### src/rtl/maquina_cafe_pkg.sv
// Shared state codes and helpers for the parametrised coffee-machine sequencer.
// State codes are fixed and must match the display/debug decoder.
package maquina_cafe_pkg;

  localparam int STATE_W = 4;

  typedef enum logic [STATE_W-1:0] {
    ST_IDLE                = 4'd0,
    ST_LIGAR_MAQUINA       = 4'd1,
    ST_VERIFICAR_AGUA      = 4'd2,
    ST_ENCHER_RESERVATORIO = 4'd3,
    ST_MOER_CAFE           = 4'd4,
    ST_COLOCAR_NO_FILTRO   = 4'd5,
    ST_PASSAR_AGITADOR     = 4'd6,
    ST_TAMPEAR             = 4'd7,
    ST_REALIZAR_EXTRACAO   = 4'd8,
    ST_DESCARTAR           = 4'd9
  } state_t;

  function automatic int max_int(input int a, input int b);
    return (a > b) ? a : b;
  endfunction

  // Brewing states (1-8) are the only ones an abort can interrupt.
  function automatic logic is_abortable(input state_t s);
    logic r;
    case (s)
      ST_LIGAR_MAQUINA, ST_VERIFICAR_AGUA, ST_ENCHER_RESERVATORIO,
      ST_MOER_CAFE, ST_COLOCAR_NO_FILTRO, ST_PASSAR_AGITADOR,
      ST_TAMPEAR, ST_REALIZAR_EXTRACAO: r = 1'b1;
      default:                          r = 1'b0;
    endcase
    return r;
  endfunction

endpackage

### src/rtl/maquina_cafe_step_timer.sv
// Loadable dwell down-counter shared by every timed state of the sequencer.
// expire is high while the count sits at zero, i.e. in the last cycle of a dwell.
module step_timer #(
  parameter int W = 4
) (
  input  logic         clk,
  input  logic         rst_n,
  input  logic         load,
  input  logic [W-1:0] load_value,
  output logic         expire
);

  logic [W-1:0] count;

  // NOTE: sequential state uses non-blocking assignments so every register
  // samples pre-edge values and simulation matches the synthesised flops.
  always_ff @(posedge clk or negedge rst_n) begin
    if (!rst_n) begin
      count <= '0;
    end else if (load) begin
      count <= load_value;
    end else if (count != '0) begin
      count <= count - 1'b1;
    end
  end

  assign expire = (count == '0);

endmodule

### src/rtl/maquina_cafe_param.sv
// Parametrised coffee-machine sequencer: brew order, per-step dwell, reservoir
// level tracking, multi-shot extraction and an abort/discard path.
module maquina_cafe_param
  import maquina_cafe_pkg::*;
#(
  parameter int STEP_CYCLES   = 3,
  parameter int FILL_CYCLES   = 8,
  parameter int CUPS_PER_FILL = 4,
  parameter int LVL_W         = $clog2(CUPS_PER_FILL + 1)
) (
  input  logic               clk,
  input  logic               rst_n,
  input  logic               start,
  input  logic               abort,
  input  logic [1:0]         shots,
  output logic [STATE_W-1:0] state,
  output logic               busy,
  output logic               done,
  output logic [LVL_W-1:0]   water_level
);

  // Longest single dwell is one extraction shot or a fill; 3*STEP keeps headroom
  // for a whole extraction should it ever be loaded in one go.
  localparam int TMR_MAX = max_int(3 * STEP_CYCLES, FILL_CYCLES);
  localparam int TMR_W   = $clog2(TMR_MAX + 1);

  localparam logic [TMR_W-1:0] STEP_LOAD = TMR_W'(STEP_CYCLES - 1);
  localparam logic [TMR_W-1:0] FILL_LOAD = TMR_W'(FILL_CYCLES - 1);

  state_t             st;
  logic [1:0]         shots_lat;
  logic [1:0]         shot_cnt;
  logic [LVL_W-1:0]   level;
  logic               tmr_load;
  logic [TMR_W-1:0]   tmr_value;
  logic               tmr_expire;
  logic               go_start;
  logic               go_abort;
  logic               last_shot;

  step_timer #(.W(TMR_W)) u_timer (
    .clk        (clk),
    .rst_n      (rst_n),
    .load       (tmr_load),
    .load_value (tmr_value),
    .expire     (tmr_expire)
  );

  // The timer is reloaded on the same edge the FSM changes state, so each
  // state sees a fresh count from its first cycle. Exits to IDLE leave it at 0.
  // NOTE: every always_comb output gets a default first so no path leaves it
  // unassigned, which would otherwise infer a latch.
  always_comb begin
    go_start  = (st == ST_IDLE) && start;
    go_abort  = abort && is_abortable(st);
    last_shot = (shot_cnt == shots_lat - 2'd1);
    tmr_load  = 1'b0;
    tmr_value = STEP_LOAD;
    if (go_start || go_abort) begin
      tmr_load = 1'b1;
    end else begin
      case (st)
        ST_VERIFICAR_AGUA: begin
          tmr_load = 1'b1;
          if (level == '0) tmr_value = FILL_LOAD;
        end
        ST_LIGAR_MAQUINA, ST_ENCHER_RESERVATORIO, ST_MOER_CAFE,
        ST_COLOCAR_NO_FILTRO, ST_PASSAR_AGITADOR, ST_TAMPEAR:
          tmr_load = tmr_expire;
        ST_REALIZAR_EXTRACAO:
          tmr_load = tmr_expire && !last_shot;
        default: ;
      endcase
    end
  end

  always_ff @(posedge clk or negedge rst_n) begin
    if (!rst_n) begin
      st        <= ST_IDLE;
      shots_lat <= 2'd1;
      shot_cnt  <= 2'd0;
      level     <= '0;
      done      <= 1'b0;
    end else begin
      done <= 1'b0;
      if (go_abort) begin
        st <= ST_DESCARTAR;
      end else begin
        case (st)
          ST_IDLE: begin
            if (start) begin
              st        <= ST_LIGAR_MAQUINA;
              shots_lat <= (shots == 2'd0) ? 2'd1 : shots;
              shot_cnt  <= 2'd0;
            end
          end
          ST_LIGAR_MAQUINA:
            if (tmr_expire) st <= ST_VERIFICAR_AGUA;
          ST_VERIFICAR_AGUA:
            st <= (level != '0) ? ST_MOER_CAFE : ST_ENCHER_RESERVATORIO;
          ST_ENCHER_RESERVATORIO: begin
            if (tmr_expire) begin
              level <= LVL_W'(CUPS_PER_FILL);
              st    <= ST_VERIFICAR_AGUA;
            end
          end
          ST_MOER_CAFE:
            if (tmr_expire) st <= ST_COLOCAR_NO_FILTRO;
          ST_COLOCAR_NO_FILTRO:
            if (tmr_expire) st <= ST_PASSAR_AGITADOR;
          ST_PASSAR_AGITADOR:
            if (tmr_expire) st <= ST_TAMPEAR;
          ST_TAMPEAR:
            if (tmr_expire) st <= ST_REALIZAR_EXTRACAO;
          ST_REALIZAR_EXTRACAO: begin
            if (tmr_expire) begin
              if (last_shot) begin
                st       <= ST_IDLE;
                done     <= 1'b1;
                shot_cnt <= 2'd0;
                if (level != '0) level <= level - LVL_W'(1);
              end else begin
                shot_cnt <= shot_cnt + 2'd1;
              end
            end
          end
          ST_DESCARTAR:
            if (tmr_expire) st <= ST_IDLE;
          default:
            st <= ST_IDLE;
        endcase
      end
    end
  end

  assign state       = st;
  assign busy        = (st != ST_IDLE);
  assign water_level = level;

endmodule
### config.mk
export PLATFORM = sky130hd
export DESIGN_NAME = maquina_cafe_param
export DESIGN_NICKNAME = d
export VERILOG_FILES = /design/src/rtl/maquina_cafe_pkg.sv /design/src/rtl/maquina_cafe_step_timer.sv /design/src/rtl/maquina_cafe_param.sv
export SDC_FILE = /design/constraint.sdc
export NUM_CORES = 1
export LEC_CHECK = 0
export ABC_AREA = 1
export CAP_MARGIN = 20
export CORE_MARGIN = 2
export CORE_UTILIZATION = 40
export DETAILED_ROUTE_END_ITERATION = 7
export REMOVE_ABC_BUFFERS = 1
export SLEW_MARGIN = 40
export SYNTH_ARGS = -nofsm -noshare
export SYNTH_HDL_FRONTEND = slang
export SYNTH_SLANG_ARGS = --single-unit
### constraint.sdc
create_clock -name clk -period 1.7 [get_ports clk]
set_clock_uncertainty 0.15 [all_clocks]
set_input_delay 0.51 -clock clk [delete_from_list [all_inputs] [get_ports clk]]
set_output_delay 0.51 -clock clk [all_outputs]
set_load 0.005 [all_outputs]
==> impl_metrics.env, run 1 <==
export IMPL_synth_seq_cells=16
export IMPL_outcome="complete, but fails checks"
export IMPL_clk_pin_slew_worst_paths_ps=110
export IMPL_grt_pass1_vias=991
export IMPL_peak_freq_mhz=583.9
export IMPL_clk_insertion_delay_late_ps=300
export IMPL_largest_net_degree_at_the_start_of_global_routing=17
export IMPL_final_hold_viol_count=0
export IMPL_worstSetupEndpointType="output pin"
export IMPL_synth_ff_type="dfrtp_1"
export IMPL_regToRegStartpoint="state[1]"
export IMPL_floorplan_core_area_um2=2522
export IMPL_post_synth_cell_types=30
export IMPL_setup_worst_path_start="state[2]"
export IMPL_actual_transition_at_the_worst_max_transition_pin_ps=309.5
export IMPL_wl_per_cell_um=12.48
export IMPL_peakVddDrop_mv=0.9896
export IMPL_postSynthAreaPerCell_um2=7.955
export IMPL_grt_first_pass_wirelength_um=4250
export IMPL_yosysMostFrequentCell="nand2_1"
export IMPL_die_width_um=56.20
export IMPL_i_o_pins=15
export IMPL_rsz0062_at_grt="yes"
export IMPL_cts_htree_levels=1
export IMPL_finalNonFillerCells=209
export IMPL_worst_setup_path_endpoint="busy"
export IMPL_antenna_found_initial=0
export IMPL_synth_enable_flop_cells=0
export IMPL_slew_headroom=0.7915
export IMPL_nNetsFinal=189
export IMPL_post_synth_xor_area_fraction=0.02411
export IMPL_ys_top_cells_by_area="dfrtp_1 (34%), nand2_1 (11%), inv_1 (5.5%)"
export IMPL_numCtsBuffers=3
export IMPL_cp_start_kind="register"
export IMPL_drc=0
export IMPL_ant_cells=0
export IMPL_detail_route_wirelength_um=2608
export IMPL_layout_area_overhead_vs_synth_pct=46.96
export IMPL_synth_compound_gate_area_share=0.1274
export IMPL_postLayoutCoreUtil=0.6349
export IMPL_power_density_cell_area_nw_per_um2=1664
export IMPL_overflow=0
export IMPL_hp_class="in2async"
export IMPL_setup_ws_ps=-12.57
export IMPL_criticalPathCategory="reg2out"
export IMPL_gp_congestion=0.8934
export IMPL_yosys_area_share_adder=0.03444
export IMPL_setup_reg_to_reg_worst_slack_ps=30
export IMPL_antenna_left=0
export IMPL_dp_cells=196
export IMPL_synth_area_mux_share=0
export IMPL_reg2reg_to="u_timer.count[0]"
export IMPL_final_layout_size_suffix_gt1_frac=0.4022
export IMPL_worstPathRequired_ps=1040
export IMPL_die_footprint_um2=3158
export IMPL_route_vias_total=1054
export IMPL_initial_utilization=0.4320
export IMPL_period_utilization_post_route=1.007
export IMPL_critical_path_arrival_ps=1050
export IMPL_maximum_number_of_buffers_from_clock_root_to_sink=2
export IMPL_first_iter_violations=18
export IMPL_cts_tree="built"
export IMPL_top_cell_type_by_total_area_after_synthesis="dfrtp_1"
export IMPL_grt_use_total=0.1741
export IMPL_synthTopCellsByCount="nand2_1 (31), inv_1 (16), dfrtp_1 (15)"
export IMPL_yosys_warnings=0
export IMPL_worst_r2r_path_depth=11
export IMPL_firstDrtPassIters=4
export IMPL_die_h_um=56.20
export IMPL_root_cell_of_the_clock_tree="clkbuf_4"
export IMPL_power_leakage_nw=0.7800
export IMPL_portBuffers=14
export IMPL_dp_worst_setup_slack_ps=-165.4
export IMPL_violations="negative setup slack"
export IMPL_slew_viol_final=0
export IMPL_synth_sequential_area_ratio=0.3685
export IMPL_floorplan_rows=18
export IMPL_power_total_mw=2.664
export IMPL_number_of_sinks_driven_by_the_clock_tree=16
export IMPL_routed_via_density=5.043
export IMPL_timing_final_setup_violations=1
export IMPL_dominant_combinational_cell_family_by_area_after_synthesis="simple AND/OR/NAND/NOR gates"
export IMPL_syn_area_um2=1090
export IMPL_netlist_instances=137
export IMPL_cp_max_fo=3
export IMPL_detailedPlacementHpwl_um=1851
export IMPL_asyncSetResetFlopFracSynth=1.000
export IMPL_synth_simple_gate_area_share=0.3697
export IMPL_number_of_maximum_capacitance_constraint_violations=0
export IMPL_timing_final_crit_period_ps=1713
export IMPL_synth_top_cell_area_share=0.3444
## per-stage QoR
step                      area (µm²)  hold WS, ps  setup TNS (ps)
after detailed placement        1380        354.5           -1488
final                           1602        359.7          -12.57
after global placement          1380        329.6           -1265
after CTS                       1455        371.9          -19.54
after global routing            1602        392.2          -326.5
after floorplan                 1090        64.41               0
## worst min path at each step
stage	end	depth (start not counted)	slack [ps]
floorplan	done	0	60
CTS	shots_lat[0]	2	370
global placement	shots_lat[0]	2	330
finish	shot_cnt[1]	2	360
detailed placement	shots_lat[0]	2	350
global route	shots_lat[0]	2	390
## critical path, cell delays in order (launching register included)
cell and delay, ps:
dfrtp_2 460, nor2_4 120, nand2_4 60, buf_6 110
## state kept, by name (all words and copies together), names as in the netlist
name,cells
state,4
u_timer.count,4
water_level,3
shot_cnt,2
shots_lat,2
done,1
## placed cells by master (no fill, tap or decap), types with 2 or more instances in the layout
master,synthesis,routed
nor3_1,3,3
nor2_2,2,2
o21ai_1,5,7
ha_1,3,2
o21ai_0,9,7
inv_4,0,2
nand3_1,9,7
inv_2,6,5
inv_1,16,15
buf_6,0,5
nand2_4,2,3
nor2_1,7,5
dfrtp_1,15,13
buf_4,0,19
nand3_2,4,3
nand2_1,31,28
dfrtp_2,0,2
xor2_1,2,2
nand2_2,4,6
nor2_4,3,5
nand3_4,1,4
clkdlybuf4s15_1,0,2
clkbuf_4,0,3
dlygate4sd2_1,0,5
o211ai_1,3,3
clkdlybuf4s50_1,0,5
## power by group
group	leakage, nW	total, mW	internal, mW	switching, mW
registers	0.203	0.625	0.517	0.108
logic	0.556	1.77	0.797	0.972
clock network	0.0210	0.270	0.131	0.139
## area by class of cell
class | count | area, µm²
clock buffers | 4 | 36.28
fillers | 235 | 920.9
inverters | 22 | 87.58
multi-input cells | 99 | 698.2
flip-flops and latches | 16 | 404.1
well taps | 30 | 37.54
repair buffers | 38 | 337.8
## routing by layer
layer / wire length (µm) / global-route usage / part of all wire / vias to the layer above
met4: 48 / 0.08163 / 0.018 / 0
li1: - / - / - / 528
met5: 0 / 0 / 0 / -
met3: 123 / 0.03256 / 0.047 / 6
met2: 1249 / 0.2756 / 0.48 / 24
met1: 1187 / 0.2278 / 0.46 / 496
## logic make-up (layout without fill, tap and decap cells)
logic type      Yosys count  after routing
compound gates           22             22
buf+inv                  22             64
simple gates             71             71
fa+ha+maj                 3              3
xor+xnor                  3              3
flops                    16             16
## repair_timing
action | 4_1_cts | 5_1_grt
pin swaps | 2 | 8
setup buffers | 6 | 3
hold endpoints to repair | 0 | 0
endpoints found under the setup margin | 15 | 15
hold buffers | 0 | 0
gates resized for setup | 19 | 28
(Power assumes the default switching activity.)
==> inputs of run 2 (changes only) <==
ABC_AREA = unset   (was 1)
CTS_BUF_LIST = sky130_fd_sc_hd__clkbuf_2   (was unset)
==> run 2 against run 1 <==
Against the previous run:
- the run still ends with negative setup slack left
- die area fell by 3.7%
- critical path depth increased by 3
- clock power fell by 30%
- critical path type is now reg2reg
- largest cell class unchanged
==> impl_metrics.env, run 2 <==
export IMPL_outcome="complete, but fails checks"
export IMPL_violations="negative setup slack"
export IMPL_slew_viol_final=0
export IMPL_wl_per_cell_um=17.19
export IMPL_i_o_pins=15
export IMPL_power_total_mw=3.370
export IMPL_setup_worst_path_start="state[0]"
export IMPL_largest_net_degree_at_the_start_of_global_routing=17
export IMPL_antenna_found_initial=0
export IMPL_final_fill_count=176
export IMPL_regToRegStartpoint="state[0]"
export IMPL_number_of_maximum_capacitance_constraint_violations=0
export IMPL_cts_htree_levels=1
export IMPL_die_footprint_um2=3040
export IMPL_overflow=0
export IMPL_grt_first_pass_wirelength_um=4995
export IMPL_route_vias_total=1155
export IMPL_peakVddDrop_mv=1.262
export IMPL_syn_area_um2=1046
export IMPL_cts_tree="built"
export IMPL_power_density_cell_area_nw_per_um2=1800
export IMPL_grt_pass1_vias=1151
export IMPL_detailedPlacementHpwl_um=1987
export IMPL_first_iter_violations=24
export IMPL_synthTopCellsByCount="dfrtp_1 (15), nor2_1 (9), inv_1 (8), nand2_1 (8), o21ai_0 (7)"
export IMPL_worstSetupEndpointType="register"
export IMPL_postLayoutCoreUtil=0.7556
export IMPL_antenna_left=0
export IMPL_portBuffers=14
export IMPL_cp_start_kind="register"
export IMPL_clk_pin_slew_worst_paths_ps=170
export IMPL_hold_ws_ps=344.2
export IMPL_timing_final_setup_violations=20
export IMPL_finalNonFillerCells=210
export IMPL_root_cell_of_the_clock_tree="clkbuf_2"
export IMPL_die_h_um=55.14
export IMPL_yosysMostFrequentCell="dfrtp_1"
export IMPL_top_cell_type_by_total_area_after_synthesis="dfrtp_1"
export IMPL_asyncSetResetFlopFracSynth=1.000
export IMPL_number_of_sinks_driven_by_the_clock_tree=16
export IMPL_ant_cells=0
export IMPL_yosys_warnings=0
export IMPL_ys_top_cells_by_area="dfrtp_1 (36%), ha_1 (3.6%), o21ai_0 (3.3%)"
export IMPL_hold_buffers=0
export IMPL_worstPathRequired_ps=1780
export IMPL_actual_transition_at_the_worst_max_transition_pin_ps=403.3
export IMPL_routed_via_density=5.500
export IMPL_die_width_um=55.14
export IMPL_floorplan_core_area_um2=2477
export IMPL_synth_enable_flop_cells=0
export IMPL_power_leakage_nw=0.8095
export IMPL_period_utilization_post_route=1.264
export IMPL_timing_final_crit_period_ps=2148
export IMPL_synth_sequential_area_ratio=0.3840
export IMPL_post_synth_cell_types=47
export IMPL_clk_insertion_delay_late_ps=310
export IMPL_peak_freq_mhz=465.5
export IMPL_slew_headroom=0.7269
export IMPL_critical_path_arrival_ps=2220
export IMPL_mostFrequentLayoutCells="buf_4 (41), dfrtp_1 (15), buf_6 (13)"
export IMPL_detail_route_wirelength_um=3609
export IMPL_postSynthAreaPerCell_um2=9.175
export IMPL_critical_path_cell_chain="buf_6 -> or4b_4 -> o32ai_4 -> nand3_2 -> or3b_4 -> o22a_1"
export IMPL_critPathSlowestCell="or4b_4"
export IMPL_synth_top_cell_area_share=0.3589
export IMPL_numCtsBuffers=3
export IMPL_hp_class="in2async"
export IMPL_synth_seq_cells=16
export IMPL_final_layout_size_suffix_gt1_frac=0.5611
export IMPL_grt_use_total=0.2328
export IMPL_dp_cells=188
export IMPL_layout_area_overhead_vs_synth_pct=78.95
export IMPL_floorplan_rows=18
export IMPL_initial_utilization=0.4222
export IMPL_maximum_number_of_buffers_from_clock_root_to_sink=2
export IMPL_nNetsFinal=190
export IMPL_firstDrtPassIters=6
export IMPL_rsz0062_at_grt="yes"
export IMPL_synth_ff_type="dfrtp_1"
export IMPL_drc=0
export IMPL_gp_congestion=0.8662
export IMPL_netlist_instances=114
export IMPL_setup_tns_ps=-5089
export IMPL_final_hold_viol_count=0
export IMPL_cp_slowest_stage_delay_ps=540
export IMPL_layout_cells_most_common="buf_4"
export IMPL_criticalPathCategory="reg2reg"
export IMPL_setup_ws_ps=-448.3
export IMPL_cp_max_fo=3
export IMPL_worst_r2r_path_depth=6
## run 2: where the power goes
group          leakage, nW  switching, mW  total, mW  internal [mW]
clock network       0.0140          0.138      0.189         0.0511
logic                0.591           1.19       2.56           1.37
registers            0.204          0.105      0.620          0.515
## run 2: logic make-up (layout without fill, tap and decap cells)
kind of cell    after synthesis  in the layout  synth area share
buf+inv                      14             80           0.06577
flops                        16             16            0.3840
xor+xnor                      2              2           0.01675
compound gates               35             35            0.2321
mux                           2              2           0.02033
fa+ha+maj                     3              3           0.03589
simple gates                 42             42            0.2452
## run 2: through the flow
stage	setup slack, ps	instance area [µm²]
after floorplan	-442.0	1011
after global placement	-727.7	1451
after detailed placement	-819.4	1451
after CTS	-431.0	1648
after global routing	-518.5	1872
final	-448.3	1872
## run 2: area by class of cell
| cell class | instances | area (µm²) | share of cell area |
|---|---|---|---|
| clock buffers | 3 | 15.01 | 0.008021 |
| flip-flops and latches | 16 | 401.6 | 0.2146 |
| clock inverters | 1 | 3.754 | 0.002005 |
| inverters | 9 | 33.78 | 0.01805 |
| multi-input cells | 84 | 784.5 | 0.4191 |
| repair buffers | 67 | 595.6 | 0.3182 |
| well taps | 30 | 37.54 | 0.02005 |
## run 2: final timing paths
kind | end | slack (ps)
worst max register to register | water_level[2] | -450
max in group asynchronous | shots_lat[0] | 810
worst min register to register | shots_lat[0] | 350
min in group clk | shots_lat[0] | 350
worst max-delay path | water_level[2] | -450
worst min-delay path | water_level[0] | 340
## run 2: layer usage
metal  vias to the layer above  GRT usage  wire length, µm
met5                         -          0                0
met4                         0    0.06911                0
met3                         0    0.02688              121
met2                        32     0.4325             1898
met1                       575     0.2783             1589
li1                        548          -                -
## run 2: critical path, delay by kind of cell, from the launching register on
family | cells | cell delay [ps]
simple gates | 3 | 1060
buf+inv | 1 | 140
compound gates | 2 | 290
flops | 1 | 440
## run 2: repair_timing
action	in CTS	in global routing
endpoints found under the setup margin	23	20
setup buffers	10	15
gates resized for setup	57	32
pin swaps	9	21
